**src/rtl/fir_controller_pkg.sv**
```systemverilog
// Shared types and constants for the 4-tap FIR sequencing controller:
// datapath op codes, register-file indices and FSM state encodings.
package fir_controller_pkg;

  localparam int OP_W      = 3;
  localparam int REG_SEL_W = 4;

  typedef enum logic [2:0] {
    OP_NOP   = 3'd0,
    OP_COPY  = 3'd1,
    OP_LOAD1 = 3'd2,   // load external sample
    OP_LOAD2 = 3'd3,   // load external coefficient
    OP_ADD   = 3'd4,
    OP_SUB   = 3'd5,
    OP_MUL   = 3'd6
  } op_t;

  // Register-file map: R0 accumulator/output, R1-R4 tap line (R1 newest),
  // R5-R8 coefficients F0-F3, R9 product scratch, R10 sample staging.
  localparam logic [3:0] R0  = 4'd0;
  localparam logic [3:0] R1  = 4'd1;
  localparam logic [3:0] R2  = 4'd2;
  localparam logic [3:0] R3  = 4'd3;
  localparam logic [3:0] R4  = 4'd4;
  localparam logic [3:0] R5  = 4'd5;
  localparam logic [3:0] R6  = 4'd6;
  localparam logic [3:0] R7  = 4'd7;
  localparam logic [3:0] R8  = 4'd8;
  localparam logic [3:0] R9  = 4'd9;
  localparam logic [3:0] R10 = 4'd10;

  // State encodings kept as plain constants so netlists and older
  // tooling see a fixed binary code for every state.
  typedef logic [4:0] state_t;

  localparam state_t S_IDLE  = 5'd0;
  localparam state_t S_STORE = 5'd1;
  localparam state_t S_ZERO  = 5'd2;
  localparam state_t S_SORT1 = 5'd3;
  localparam state_t S_SORT2 = 5'd4;
  localparam state_t S_SORT3 = 5'd5;
  localparam state_t S_SORT4 = 5'd6;
  localparam state_t S_MUL1  = 5'd7;
  localparam state_t S_ADD1  = 5'd8;
  localparam state_t S_MUL2  = 5'd9;
  localparam state_t S_SUB2  = 5'd10;
  localparam state_t S_MUL3  = 5'd11;
  localparam state_t S_ADD3  = 5'd12;
  localparam state_t S_MUL4  = 5'd13;
  localparam state_t S_SUB4  = 5'd14;
  localparam state_t S_LDC0  = 5'd15;
  localparam state_t S_LDC1  = 5'd16;
  localparam state_t S_LDC2  = 5'd17;
  localparam state_t S_LDC3  = 5'd18;
  localparam state_t S_WC0   = 5'd19;
  localparam state_t S_WC1   = 5'd20;
  localparam state_t S_WC2   = 5'd21;
  localparam state_t S_EIDLE = 5'd22;

  // States in which the controller is not busy: waiting for a sample,
  // waiting for the next coefficient, or parked after an error.
  function automatic logic is_wait_state(state_t s);
    return (s == S_IDLE) || (s == S_EIDLE) ||
           (s == S_WC0)  || (s == S_WC1)   || (s == S_WC2);
  endfunction

endpackage

```
**src/rtl/fir_controller_if.sv**
```systemverilog
// Control bundle between the FIR controller, the synchronizers feeding it
// and the register-file datapath it steers.
interface fir_controller_if #(
  parameter int OP_W      = 3,
  parameter int REG_SEL_W = 4
);

  logic                 dr;
  logic                 lc;
  logic                 overflow;
  logic                 cnt_up;
  logic                 clear;
  logic                 modwait;
  logic [OP_W-1:0]      op;
  logic [REG_SEL_W-1:0] src1;
  logic [REG_SEL_W-1:0] src2;
  logic [REG_SEL_W-1:0] dest;
  logic                 err;

  // Environment side: synchronized strobes in, datapath commands observed.
  modport master (
    output dr, lc, overflow,
    input  cnt_up, clear, modwait, op, src1, src2, dest, err
  );

  // Controller side.
  modport slave (
    input  dr, lc, overflow,
    output cnt_up, clear, modwait, op, src1, src2, dest, err
  );

endinterface

```
**src/rtl/fir_controller.sv**
```systemverilog
// Moore FSM sequencing a 4-tap FIR on a 16-entry register-file datapath.
// Loads four coefficients on load-coeff strobes; for each sample it stages
// the sample, shifts the tap line and runs a 4-step multiply/accumulate
// into R0. The controller never looks at data values; the datapath only
// reports ALU overflow on the accumulate steps.
//
//  state | meaning
//  ------+----------------------------------------------------------
//  IDLE  | waiting; dr starts a sample (priority), lc starts coeff load
//  STORE | LOAD1 sample into R10, pulse cnt_up; dr must still be high
//  ZERO  | R0 = R0 - R0
//  SORT1 | R4 <- R3
//  SORT2 | R3 <- R2
//  SORT3 | R2 <- R1
//  SORT4 | R1 <- R10
//  MUL1  | R9 = R1 * R5
//  ADD1  | R0 = R0 + R9   (overflow -> EIDLE)
//  MUL2  | R9 = R2 * R6
//  SUB2  | R0 = R0 - R9   (overflow -> EIDLE)
//  MUL3  | R9 = R3 * R7
//  ADD3  | R0 = R0 + R9   (overflow -> EIDLE)
//  MUL4  | R9 = R4 * R8
//  SUB4  | R0 = R0 - R9   (overflow -> EIDLE), else back to IDLE
//  LDCn  | LOAD2 coefficient n into R5+n; LDC0 also pulses clear
//  WCn   | wait for next lc strobe, no timeout, dr ignored
//  EIDLE | error park; err high; dr or lc restarts like IDLE
module fir_controller
  import fir_controller_pkg::*;
#(
  parameter int OP_W      = fir_controller_pkg::OP_W,
  parameter int REG_SEL_W = fir_controller_pkg::REG_SEL_W
) (
  input  logic                 clk,
  input  logic                 rst,
  fir_controller_if.slave      bus
);

  state_t               state;
  state_t               state_next;
  logic                 modwait_q;
  logic                 err_q;

  op_t                  op_c;
  logic [3:0]           src1_c;
  logic [3:0]           src2_c;
  logic [3:0]           dest_c;
  logic                 cnt_up_c;
  logic                 clear_c;

  // State register plus the two registered status flags, which are
  // computed from the next state so they line up with state entry.
  always_ff @(posedge clk) begin
    if (rst) begin
      state     <= S_IDLE;
      modwait_q <= 1'b0;
      err_q     <= 1'b0;
    end else begin
      state     <= state_next;
      modwait_q <= !is_wait_state(state_next);
      err_q     <= (state_next == S_EIDLE);
    end
  end

  // Next-state logic; overflow is only honoured on accumulate steps.
  always_comb begin
    state_next = state;
    case (state)
      S_IDLE: begin
        if (bus.dr)      state_next = S_STORE;
        else if (bus.lc) state_next = S_LDC0;
      end
      // A dr that has already dropped here is treated as a glitch.
      S_STORE: state_next = bus.dr ? S_ZERO : S_EIDLE;
      S_ZERO:  state_next = S_SORT1;
      S_SORT1: state_next = S_SORT2;
      S_SORT2: state_next = S_SORT3;
      S_SORT3: state_next = S_SORT4;
      S_SORT4: state_next = S_MUL1;
      S_MUL1:  state_next = S_ADD1;
      S_ADD1:  state_next = bus.overflow ? S_EIDLE : S_MUL2;
      S_MUL2:  state_next = S_SUB2;
      S_SUB2:  state_next = bus.overflow ? S_EIDLE : S_MUL3;
      S_MUL3:  state_next = S_ADD3;
      S_ADD3:  state_next = bus.overflow ? S_EIDLE : S_MUL4;
      S_MUL4:  state_next = S_SUB4;
      S_SUB4:  state_next = bus.overflow ? S_EIDLE : S_IDLE;
      S_LDC0:  state_next = S_WC0;
      S_LDC1:  state_next = S_WC1;
      S_LDC2:  state_next = S_WC2;
      S_LDC3:  state_next = S_IDLE;
      S_WC0:   if (bus.lc) state_next = S_LDC1;
      S_WC1:   if (bus.lc) state_next = S_LDC2;
      S_WC2:   if (bus.lc) state_next = S_LDC3;
      S_EIDLE: begin
        if (bus.dr)      state_next = S_STORE;
        else if (bus.lc) state_next = S_LDC0;
      end
      default: state_next = S_IDLE;
    endcase
  end

  // Datapath command decode: a pure function of the current state.
  always_comb begin
    op_c     = OP_NOP;
    src1_c   = R0;
    src2_c   = R0;
    dest_c   = R0;
    cnt_up_c = 1'b0;
    clear_c  = 1'b0;
    case (state)
      S_STORE: begin
        op_c     = OP_LOAD1;
        dest_c   = R10;
        cnt_up_c = 1'b1;
      end
      S_ZERO:  begin op_c = OP_SUB;  src1_c = R0;  src2_c = R0; dest_c = R0; end
      S_SORT1: begin op_c = OP_COPY; src1_c = R3;  dest_c = R4; end
      S_SORT2: begin op_c = OP_COPY; src1_c = R2;  dest_c = R3; end
      S_SORT3: begin op_c = OP_COPY; src1_c = R1;  dest_c = R2; end
      S_SORT4: begin op_c = OP_COPY; src1_c = R10; dest_c = R1; end
      S_MUL1:  begin op_c = OP_MUL;  src1_c = R1;  src2_c = R5; dest_c = R9; end
      S_ADD1:  begin op_c = OP_ADD;  src1_c = R0;  src2_c = R9; dest_c = R0; end
      S_MUL2:  begin op_c = OP_MUL;  src1_c = R2;  src2_c = R6; dest_c = R9; end
      S_SUB2:  begin op_c = OP_SUB;  src1_c = R0;  src2_c = R9; dest_c = R0; end
      S_MUL3:  begin op_c = OP_MUL;  src1_c = R3;  src2_c = R7; dest_c = R9; end
      S_ADD3:  begin op_c = OP_ADD;  src1_c = R0;  src2_c = R9; dest_c = R0; end
      S_MUL4:  begin op_c = OP_MUL;  src1_c = R4;  src2_c = R8; dest_c = R9; end
      S_SUB4:  begin op_c = OP_SUB;  src1_c = R0;  src2_c = R9; dest_c = R0; end
      S_LDC0: begin
        op_c    = OP_LOAD2;
        dest_c  = R5;
        clear_c = 1'b1;
      end
      S_LDC1:  begin op_c = OP_LOAD2; dest_c = R6; end
      S_LDC2:  begin op_c = OP_LOAD2; dest_c = R7; end
      S_LDC3:  begin op_c = OP_LOAD2; dest_c = R8; end
      default: begin
        op_c = OP_NOP;
      end
    endcase
  end

  assign bus.op      = OP_W'(op_c);
  assign bus.src1    = REG_SEL_W'(src1_c);
  assign bus.src2    = REG_SEL_W'(src2_c);
  assign bus.dest    = REG_SEL_W'(dest_c);
  assign bus.cnt_up  = cnt_up_c;
  assign bus.clear   = clear_c;
  assign bus.modwait = modwait_q;
  assign bus.err     = err_q;

endmodule

```
**src/flat_wrapper.sv**
```systemverilog
// flat-port wrapper written by rule: the top's interface ports become plain ports
module fir_controller_flat import fir_controller_pkg::*;
#(
  parameter int OP_W      = fir_controller_pkg::OP_W,
  parameter int REG_SEL_W = fir_controller_pkg::REG_SEL_W
)
  (clk, rst, bus_dr, bus_lc, bus_overflow, bus_cnt_up, bus_clear, bus_modwait, bus_op, bus_src1, bus_src2, bus_dest, bus_err);
  fir_controller_if #(.OP_W(OP_W), .REG_SEL_W(REG_SEL_W)) bus_i ();
  input  logic clk;
  input  logic rst;
  input wire logic [$bits(bus_i.dr)-1:0] bus_dr;
  input wire logic [$bits(bus_i.lc)-1:0] bus_lc;
  input wire logic [$bits(bus_i.overflow)-1:0] bus_overflow;
  output wire logic [$bits(bus_i.cnt_up)-1:0] bus_cnt_up;
  output wire logic [$bits(bus_i.clear)-1:0] bus_clear;
  output wire logic [$bits(bus_i.modwait)-1:0] bus_modwait;
  output wire logic [$bits(bus_i.op)-1:0] bus_op;
  output wire logic [$bits(bus_i.src1)-1:0] bus_src1;
  output wire logic [$bits(bus_i.src2)-1:0] bus_src2;
  output wire logic [$bits(bus_i.dest)-1:0] bus_dest;
  output wire logic [$bits(bus_i.err)-1:0] bus_err;
  assign bus_i.dr = bus_dr;
  assign bus_i.lc = bus_lc;
  assign bus_i.overflow = bus_overflow;
  assign bus_cnt_up = bus_i.cnt_up;
  assign bus_clear = bus_i.clear;
  assign bus_modwait = bus_i.modwait;
  assign bus_op = bus_i.op;
  assign bus_src1 = bus_i.src1;
  assign bus_src2 = bus_i.src2;
  assign bus_dest = bus_i.dest;
  assign bus_err = bus_i.err;
  fir_controller #(.OP_W(OP_W), .REG_SEL_W(REG_SEL_W)) u_core (.clk(clk), .rst(rst), .bus(bus_i));
endmodule
```
**config.mk**
```make
export PLATFORM = sky130hd
export DESIGN_NAME = fir_controller_flat
export DESIGN_NICKNAME = d
export VERILOG_FILES = /design/src/rtl/fir_controller_pkg.sv /design/src/rtl/fir_controller_if.sv /design/src/rtl/fir_controller.sv /design/src/flat_wrapper.sv
export SDC_FILE = /design/constraint.sdc
export NUM_CORES = 1
export LEC_CHECK = 0
export CORE_MARGIN = 3
export CORE_UTILIZATION = 50
export CTS_BUF_LIST = sky130_fd_sc_hd__clkbuf_2
export DETAILED_ROUTE_END_ITERATION = 6
export PLACE_DENSITY_LB_ADDON = 0.15
export SLEW_MARGIN = 10
export SYNTH_ARGS = -nofsm -noshare
export SYNTH_HDL_FRONTEND = slang
export SYNTH_SLANG_ARGS = --single-unit
export TNS_END_PERCENT = 10
```
**constraint.sdc**
```tcl
create_clock -name clk -period 2.1 [get_ports clk]
set_input_delay 0.21 -clock clk [delete_from_list [all_inputs] [get_ports clk]]
set_output_delay 0.21 -clock clk [all_outputs]
set_load 0.02 [all_outputs]
```
==> results of run 1 <==
metal layers:
metal / vias to the layer above / share of wire (%) / wire (um)
li1: 580 / - / -
met1: 576 / 37 / 1240
met2: 92 / 49 / 1660
met3: 16 / 10 / 348
met4: 0 / 3.0 / 101
met5: - / 0 / 0
critical path: stages, from the launching register on:
cell and delay (ps):
dfxtp_1 420, buf_6 210, nand3_1 150, a21oi_1 240
clkdlybuf4s50_1 640
cell families after synthesis:
family	count (synthesis)	share of synthesized area [%]
flops	7	15.1
compound gates	50	38.2
xor+xnor	1	0.946
buf+inv	18	8.24
simple gates	66	36.4
fa+ha+maj	1	1.08
cell usage after synthesis (2+ instances only):
cell type | instances | area, um^2
inv_1 | 2 | 7.51
a211oi_1 | 2 | 15.0
nand2b_1 | 7 | 43.8
dfxtp_1 | 7 | 140
a21oi_1 | 12 | 60.1
nor4_1 | 2 | 12.5
o2111ai_1 | 2 | 17.5
a221oi_1 | 2 | 17.5
nand2_1 | 15 | 56.3
clkbuf_1 | 5 | 18.8
buf_2 | 7 | 35.0
o21ai_0 | 13 | 65.1
nor2b_1 | 3 | 18.8
clkinv_1 | 2 | 7.51
buf_1 | 2 | 7.51
nand3_1 | 9 | 45.0
nor2_1 | 19 | 71.3
a21o_1 | 2 | 15.0
nor3_1 | 3 | 15.0
a221o_1 | 2 | 20.0
registers in the layout (all words and copies together) (netlist names):
register / cells
u_core.bus.err: 1
u_core.bus.modwait: 1
u_core.state: 5
stage by stage:
step | area, um^2 | hold slack (ps) | utilization [%] | setup TNS, ps | power, mW
2_1_floorplan | 926 | 282 | - | 0 | 1.37
4_1_cts | 1280 | 669 | 78.5 | -22.3 | 2.09
3_5_place_dp | 1250 | 907 | 77.0 | 0 | 2.02
5_1_grt | 1310 | 730 | 80.4 | -153 | 2.32
6_report | 1310 | 707 | 80.4 | -31.3 | 2.18
3_3_place_gp | 1250 | 878 | 77.0 | 0 | 1.96
power by group:
group          leakage [nW]  switching (mW)  internal (mW)  total, mW
combinational         0.486            1.04          0.779       1.81
sequential           0.0589          0.0754          0.187      0.262
clock                0.0166          0.0546         0.0506      0.105
total                 0.562            1.17           1.02       2.18
area by class of cell:
type	instances	area [um^2]	share of cell area (%)
clock buffer	4	20.0	1.53
tap	24	30.0	2.29
inverter	4	15.0	1.15
sequential	7	144	11.0
timing repair buffer	37	365	27.9
multi-input combinational	118	736	56.2
cells in the final DEF, fill, tap and decap left out, types with 7 or more instances in the layout:
cell type and n:
clkdlybuf4s50_1 12, nor2_1 18, nand2b_1 7, nand3_1 9, nand2_1 15, dlygate4sd2_1 7, a21oi_1 12, buf_4 11
o21ai_0 13
path summary, 6_finish.rpt:
| kind | endpoint | start | cells after the start |
|---|---|---|---|
| hold / removal | u_core.state[4] | rst | 2 |
| setup reg to reg | u_core.bus.modwait | u_core.state[2] | 6 |
| setup / recovery | bus_src2[2] | u_core.state[2] | 4 |
| hold reg to reg | u_core.state[3] | u_core.state[4] | 3 |
repair_timing:
action	CTS	global route
setup endpoints to repair	14	12
resized for setup	12	9
pin swaps	0	2
gates cloned	0	0
==> results.json, run 1 <==
{
  "num_vias": 1264,
  "grt.met1_usage_pct": 33.6,
  "cts_buffers": 3,
  "num_antenna_cells": 0,
  "postCtsHoldBufs": 0,
  "clock_latency_ps": 250,
  "clock-sinks": 7,
  "cap_violations": 0,
  "clk_root_buffer_cell": "clkbuf_2",
  "area_growth_syn_to_layout_pct": 41.5,
  "dp_hpwl_um": 2260,
  "h-tree-depth": 1,
  "grt_pass1_vias": 1149,
  "worstMarginPinSlew_ps": 532,
  "core_mm2": 0.00163,
  "chipHeight_um": 49.0,
  "synth.distinct_cells": 45,
  "vias_per_cell": 6.52,
  "path_clk_slew_ps": 80,
  "wl_per_cell_um": 17.3,
  "finalSetupViolCount": 1,
  "synth-edff-count": 0,
  "seq_area_frac_synth_pct": 15.1,
  "final-hold-violation-count": 0,
  "gr-usage-met2_pct": 46.4,
  "synth_warnings": 0,
  "dr.pass1.iters": 5,
  "row_count": 14,
  "place_inst": 190,
  "worst-endpoint-arrival_ps": 1920,
  "portBuffers": 23,
  "final.period_utilization_pct": 101,
  "crit_type": "register to output port",
  "finClkSkew_ps": 12.7,
  "vdd_drop_max_mv": 1.18,
  "gr-usage-all-layers_pct": 27.6,
  "drive_above_1_share_pct": 19.4,
  "fin_crit_ps": 2130,
  "cts_setup_buffers": 0,
  "antenna_found_initial": 0,
  "die_x_um": 49.0,
  "place.gp.congestion": 0.924,
  "powerDensity_mw_per_mm2": 1670,
  "p_leak_nw": 0.562,
  "ys_ff_latch": 7,
  "fin_ws_ps": -31.3,
  "boundaryPins": 24,
  "nFillCells": 125,
  "nets": 176,
  "cp-start-kind": "register",
  "max_slew_margin_pct": 64.2,
  "hold_class": "input pin to register",
  "ys_async_sr_fraction_pct": 0,
  "syn_nets": 148,
  "globalRoute.totalOverflow": 0,
  "grt_pass1_wl_um": 5310,
  "postRouteWirelength_um": 3350,
  "stdcell_count": 194,
  "required_ps": 1890,
  "design.die.area_mm2": 0.00240,
  "worst-path-max-fanout": 19,
  "synth_ff_type": "dfxtp_1",
  "netlist_instances": 143,
  "grt_max_degree": 31,
  "report.final.slew_viol_count": 0,
  "start_util_pct": 56.8,
  "met3_usage_pct": 7.95,
  "cts_tree": "done",
  "rrSetupSlack_ps": 70,
  "syn-mean-instance-area_um2": 6.47,
  "endpoint_kind": "output port",
  "drt_iter0_drc": 90,
  "fmax_mhz": 469,
  "antenna_left": 0,
  "synth_area_um2": 926,
  "status": "finished, violations left",
  "rsz0062_at_grt": "yes",
  "dp_slack_ps": 46.2,
  "busiest_layer": "met2",
  "violations": "negative setup slack",
  "clock_path_buffers": 2,
  "drc": 0
}
No activity file was read; power rests on OpenSTA's default activity.
==> run 2, diff against run 1 <==
- SKIP_LAST_GASP: not set -> 1
==> results.json, run 2 (same netlist as run 1, synthesis figures left out) <==
{
  "status": "finished, violations left",
  "violations": "negative setup slack",
  "fmax_mhz": 448,
  "antenna_found_initial": 0,
  "fin_ws_ps": -131,
  "final_cell_mix": "21 x clkdlybuf4s50_1, 18 x nor2_1, 15 x nand2_1, 13 x o21ai_0, 12 x a21oi_1",
  "nets": 176,
  "vias_per_cell": 6.49,
  "nFillCells": 121,
  "design.die.area_mm2": 0.00240,
  "die_x_um": 49.0,
  "num_vias": 1260,
  "placed_area_mm2": 0.00125,
  "grt_pass1_vias": 1152,
  "layout_commonest_cell": "clkdlybuf4s50_1",
  "cap_violations": 0,
  "required_ps": 1890,
  "chipHeight_um": 49.0,
  "drt_iter0_drc": 81,
  "max_slew_margin_pct": 68.6,
  "path_clk_slew_ps": 80,
  "crit_start": "u_core.state[2]",
  "rsz0062_at_grt": "yes",
  "crit_type": "register to output port",
  "place.gp.congestion": 0.924,
  "powerDensity_mw_per_mm2": 1680,
  "worst-path-max-fanout": 19,
  "portBuffers": 23,
  "clk_root_buffer_cell": "clkbuf_2",
  "final_cell_area_mm2": 0.00129,
  "hold_class": "input pin to register",
  "gr-usage-all-layers_pct": 27.5,
  "met3_usage_pct": 7.95,
  "largest_reg_flops": 5,
  "clock_path_buffers": 2,
  "largest_register": "u_core.state",
  "r2r-start": "u_core.state[2]",
  "wl_per_cell_um": 16.2,
  "clock-sinks": 7,
  "worst-endpoint-arrival_ps": 2020,
  "p_leak_nw": 0.483,
  "boundaryPins": 24,
  "stdcell_count": 194,
  "vdd_drop_max_mv": 1.14,
  "final.period_utilization_pct": 106,
  "cts_buffers": 3,
  "core_mm2": 0.00163,
  "cts_tree": "done",
  "busiest_layer": "met2",
  "endpoint_kind": "output port",
  "report.final.slew_viol_count": 0,
  "area_growth_syn_to_layout_pct": 39.3,
  "timing.hold.ws_ps": 680,
  "dp_hpwl_um": 2260,
  "h-tree-depth": 1,
  "postCtsHoldBufs": 0,
  "drive_above_1_share_pct": 17.6,
  "grt_pass1_wl_um": 5310,
  "finClkSkew_ps": 9.39,
  "final-hold-violation-count": 0,
  "clock_latency_ps": 240,
  "worstMarginPinSlew_ps": 465,
  "final.setup.tns_ps": -377,
  "num_antenna_cells": 0,
  "finalSetupViolCount": 6,
  "postRouteWirelength_um": 3140,
  "grt.met1_usage_pct": 33.4,
  "gr-usage-met2_pct": 47.1,
  "cts_setup_buffers": 0,
  "drc": 0,
  "antenna_left": 0,
  "min-delay-start": "rst",
  "post_cts_resized": 4,
  "grt_max_degree": 31,
  "cp-start-kind": "register",
  "start_util_pct": 56.8,
  "place_inst": 190,
  "fin_crit_ps": 2230,
  "dr.pass1.iters": 4,
  "globalRoute.totalOverflow": 0,
  "row_count": 14
}
==> run 2: cell type report <==
| type | count | area [um^2] | area share, % |
|---|---|---|---|
| Inverter | 4 | 15.0 | 1.16 |
| Clock buffer | 4 | 20.0 | 1.55 |
| Sequential cell | 7 | 143 | 11.1 |
| Multi-Input combinational cell | 118 | 717 | 55.6 |
| Timing Repair Buffer | 37 | 365 | 28.3 |
| Tap cell | 24 | 30.0 | 2.33 |
==> run 2: critical path: stages, from the launching register on <==
cell,delay (ps)
dfxtp_1,400
buf_6,210
nand2_1,140
nor3_1,310
a21o_1,120
clkdlybuf4s50_1,600
==> run 2: path summary, 6_finish.rpt <==
kind	depth (start not counted)	slack [ps]	endpoint
max reg2reg	6	-20	u_core.bus.modwait
max	5	-130	bus_dest[2]
min	2	680	u_core.state[4]
min reg2reg	3	890	u_core.state[3]
==> run 2: report_power, final <==
| part | total, mW | internal (mW) | switching, mW |
|---|---|---|---|
| registers | 0.257 | 0.185 | 0.0718 |
| clock network | 0.101 | 0.0506 | 0.0503 |
| logic | 1.80 | 0.801 | 1.00 |
| total | 2.16 | 1.04 | 1.13 |
==> run 2: per-layer routing <==
layer	part of all wire (%)	up-vias
met2	49	86
met1	38	575
met3	11	13
met5	0	-
li1	-	586
met4	1.8	0
==> run 2: through the flow <==
stage	total power [mW]	worst slack, ps	util, %
2_1_floorplan	1.37	133	-
3_3_place_gp	1.96	127	77.0
3_5_place_dp	2.02	46.2	77.0
4_1_cts	2.13	-99.3	78.9
5_1_grt	2.31	-195	79.2
6_report	2.16	-131	79.2
==> run 3, diff against run 2 <==
- CAP_MARGIN: not set -> 20
- CORE_MARGIN: 3 -> 2
==> results.json, run 3 (same netlist as run 1, synthesis figures left out) <==
{
  "max_slew_margin_pct": 74.0,
  "multi_input_area_um2": 721,
  "vdd_drop_max_mv": 1.55,
  "num_vias": 1276,
  "vias_per_cell": 6.35,
  "chipHeight_um": 47.0,
  "p_leak_nw": 0.509,
  "portBuffers": 23,
  "pwr-share-comb_pct": 84.3,
  "final.period_utilization_pct": 104,
  "globalRoute.totalOverflow": 0,
  "power_frac_seq_pct": 10.9,
  "cts_tree": "done",
  "status": "finished, violations left",
  "start_util_pct": 53.6,
  "seqCellArea_um2": 141,
  "wl_per_cell_um": 16.3,
  "fin_crit_ps": 2190,
  "clk_root_buffer_cell": "clkbuf_2",
  "nets": 182,
  "core_mm2": 0.00173,
  "dr.pass1.iters": 5,
  "switching_power_mw": 1.17,
  "clock-sinks": 7,
  "required_ps": 1890,
  "dp_hpwl_um": 2440,
  "drc": 0,
  "report.final.slew_viol_count": 0,
  "cp-start-kind": "register",
  "postRouteWirelength_um": 3280,
  "timing.hold.ws_ps": 663,
  "antenna_found_initial": 0,
  "grt_pass1_wl_um": 5200,
  "cts_setup_buffers": 0,
  "boundaryPins": 24,
  "powerDensity_mw_per_mm2": 1710,
  "gr-usage-all-layers_pct": 33.1,
  "fmax_mhz": 456,
  "area_growth_syn_to_layout_pct": 42.8,
  "design.die.area_mm2": 0.00221,
  "largest_register": "u_core.state",
  "clock_path_buffers": 2,
  "drt_iter0_drc": 111,
  "worst-endpoint-arrival_ps": 1980,
  "grt_max_degree": 30,
  "h-tree-depth": 1,
  "worst-path-max-fanout": 9,
  "layout_commonest_cell": "clkdlybuf4s50_1",
  "die_x_um": 47.0,
  "num_antenna_cells": 0,
  "worstMarginPinSlew_ps": 385,
  "crit_type": "register to output port",
  "final-hold-violation-count": 0,
  "hold_class": "input pin to register",
  "row_count": 15,
  "path_clk_slew_ps": 100,
  "final_util_pct": 76.6,
  "cts_buffers": 3,
  "nFillCells": 143,
  "finClkSkew_ps": 2.83,
  "clock_latency_ps": 250,
  "antenna_left": 0,
  "finalSetupViolCount": 9,
  "endpoint_kind": "output port",
  "final_cell_mix": "21 x clkdlybuf4s50_1, 19 x buf_4, 17 x nor2_1, 15 x nand2_1, 13 x o21ai_0",
  "violations": "negative setup slack",
  "fin_ws_ps": -90.9,
  "largest_reg_flops": 5,
  "switching_share_pct": 51.9,
  "rsz0062_at_grt": "yes",
  "grt_pass1_vias": 1134,
  "place.gp.congestion": 0.964,
  "drive_above_1_share_pct": 20.5,
  "clkPwrFrac_pct": 4.8,
  "cap_violations": 0,
  "intPower_mw": 1.09
}
[run 3: final timing paths]
| path | start | to | slack [ps] | cells after the start |
|---|---|---|---|---|
| worst min-delay path | rst | u_core.state[4] | 660 | 2 |
| worst max-delay path | u_core.state[2] | bus_op[0] | -90 | 6 |
| worst min register to register | u_core.state[1] | u_core.state[3] | 980 | 4 |
| worst max register to register | u_core.state[2] | u_core.bus.modwait | -70 | 6 |
[run 3: critical path, cell delays in order (launching register included)]
cell             delay (ps)
dfxtp_1                 430
buf_4                   210
xnor2_1                 110
nor2_1                  110
a21oi_1                  60
o21ai_0                 170
clkdlybuf4s50_1         630
[run 3: power groups by stage]
stage | logic [mW] | clock network, mW | registers [mW]
finish | 1.91 | 0.108 | 0.245
detailed placement | 1.85 | 0 | 0.243
CTS | 1.86 | 0.109 | 0.240
floorplan | 1.14 | 0 | 0.228
global route | 2.05 | 0.120 | 0.250
global placement | 1.80 | 0 | 0.239
[run 3: cell type report]
cell class / instances / share of cell area, %
Multi-Input combinational cell: 118 / 54.5
Timing Repair Buffer: 43 / 29.8
Sequential cell: 7 / 10.7
Tap cell: 25 / 2.37
Clock buffer: 3 / 1.14
Inverter: 4 / 1.14
Clock inverter: 1 / 0.378
[run 3: metrics by stage]
step                      power, mW  std cells  setup TNS (ps)  cell area, um^2  setup slack [ps]
after global routing           2.42        201           -1760             1320              -193
final                          2.26        201            -511             1320             -90.9
after detailed placement       2.09        197           -29.5             1290             -29.5
after floorplan                1.37        143               0              926               133
after global placement         2.04        197               0             1290               118
after CTS                      2.21        201            -637             1310              -110
[run 3: timing repair]
item                       CTS  global route
hold buffers                 0             0
hold endpoints to repair     0             0
gates resized for setup      1             6
setup endpoints to repair   12            18
[run 3: per-layer routing]
metal	track usage [%]	share of wire, %	vias up
li1	-	-	593
met1	43.9	38	568
met2	53.2	48	100
met3	6.54	10	15
met4	12.2	3.1	0
met5	0	0	-
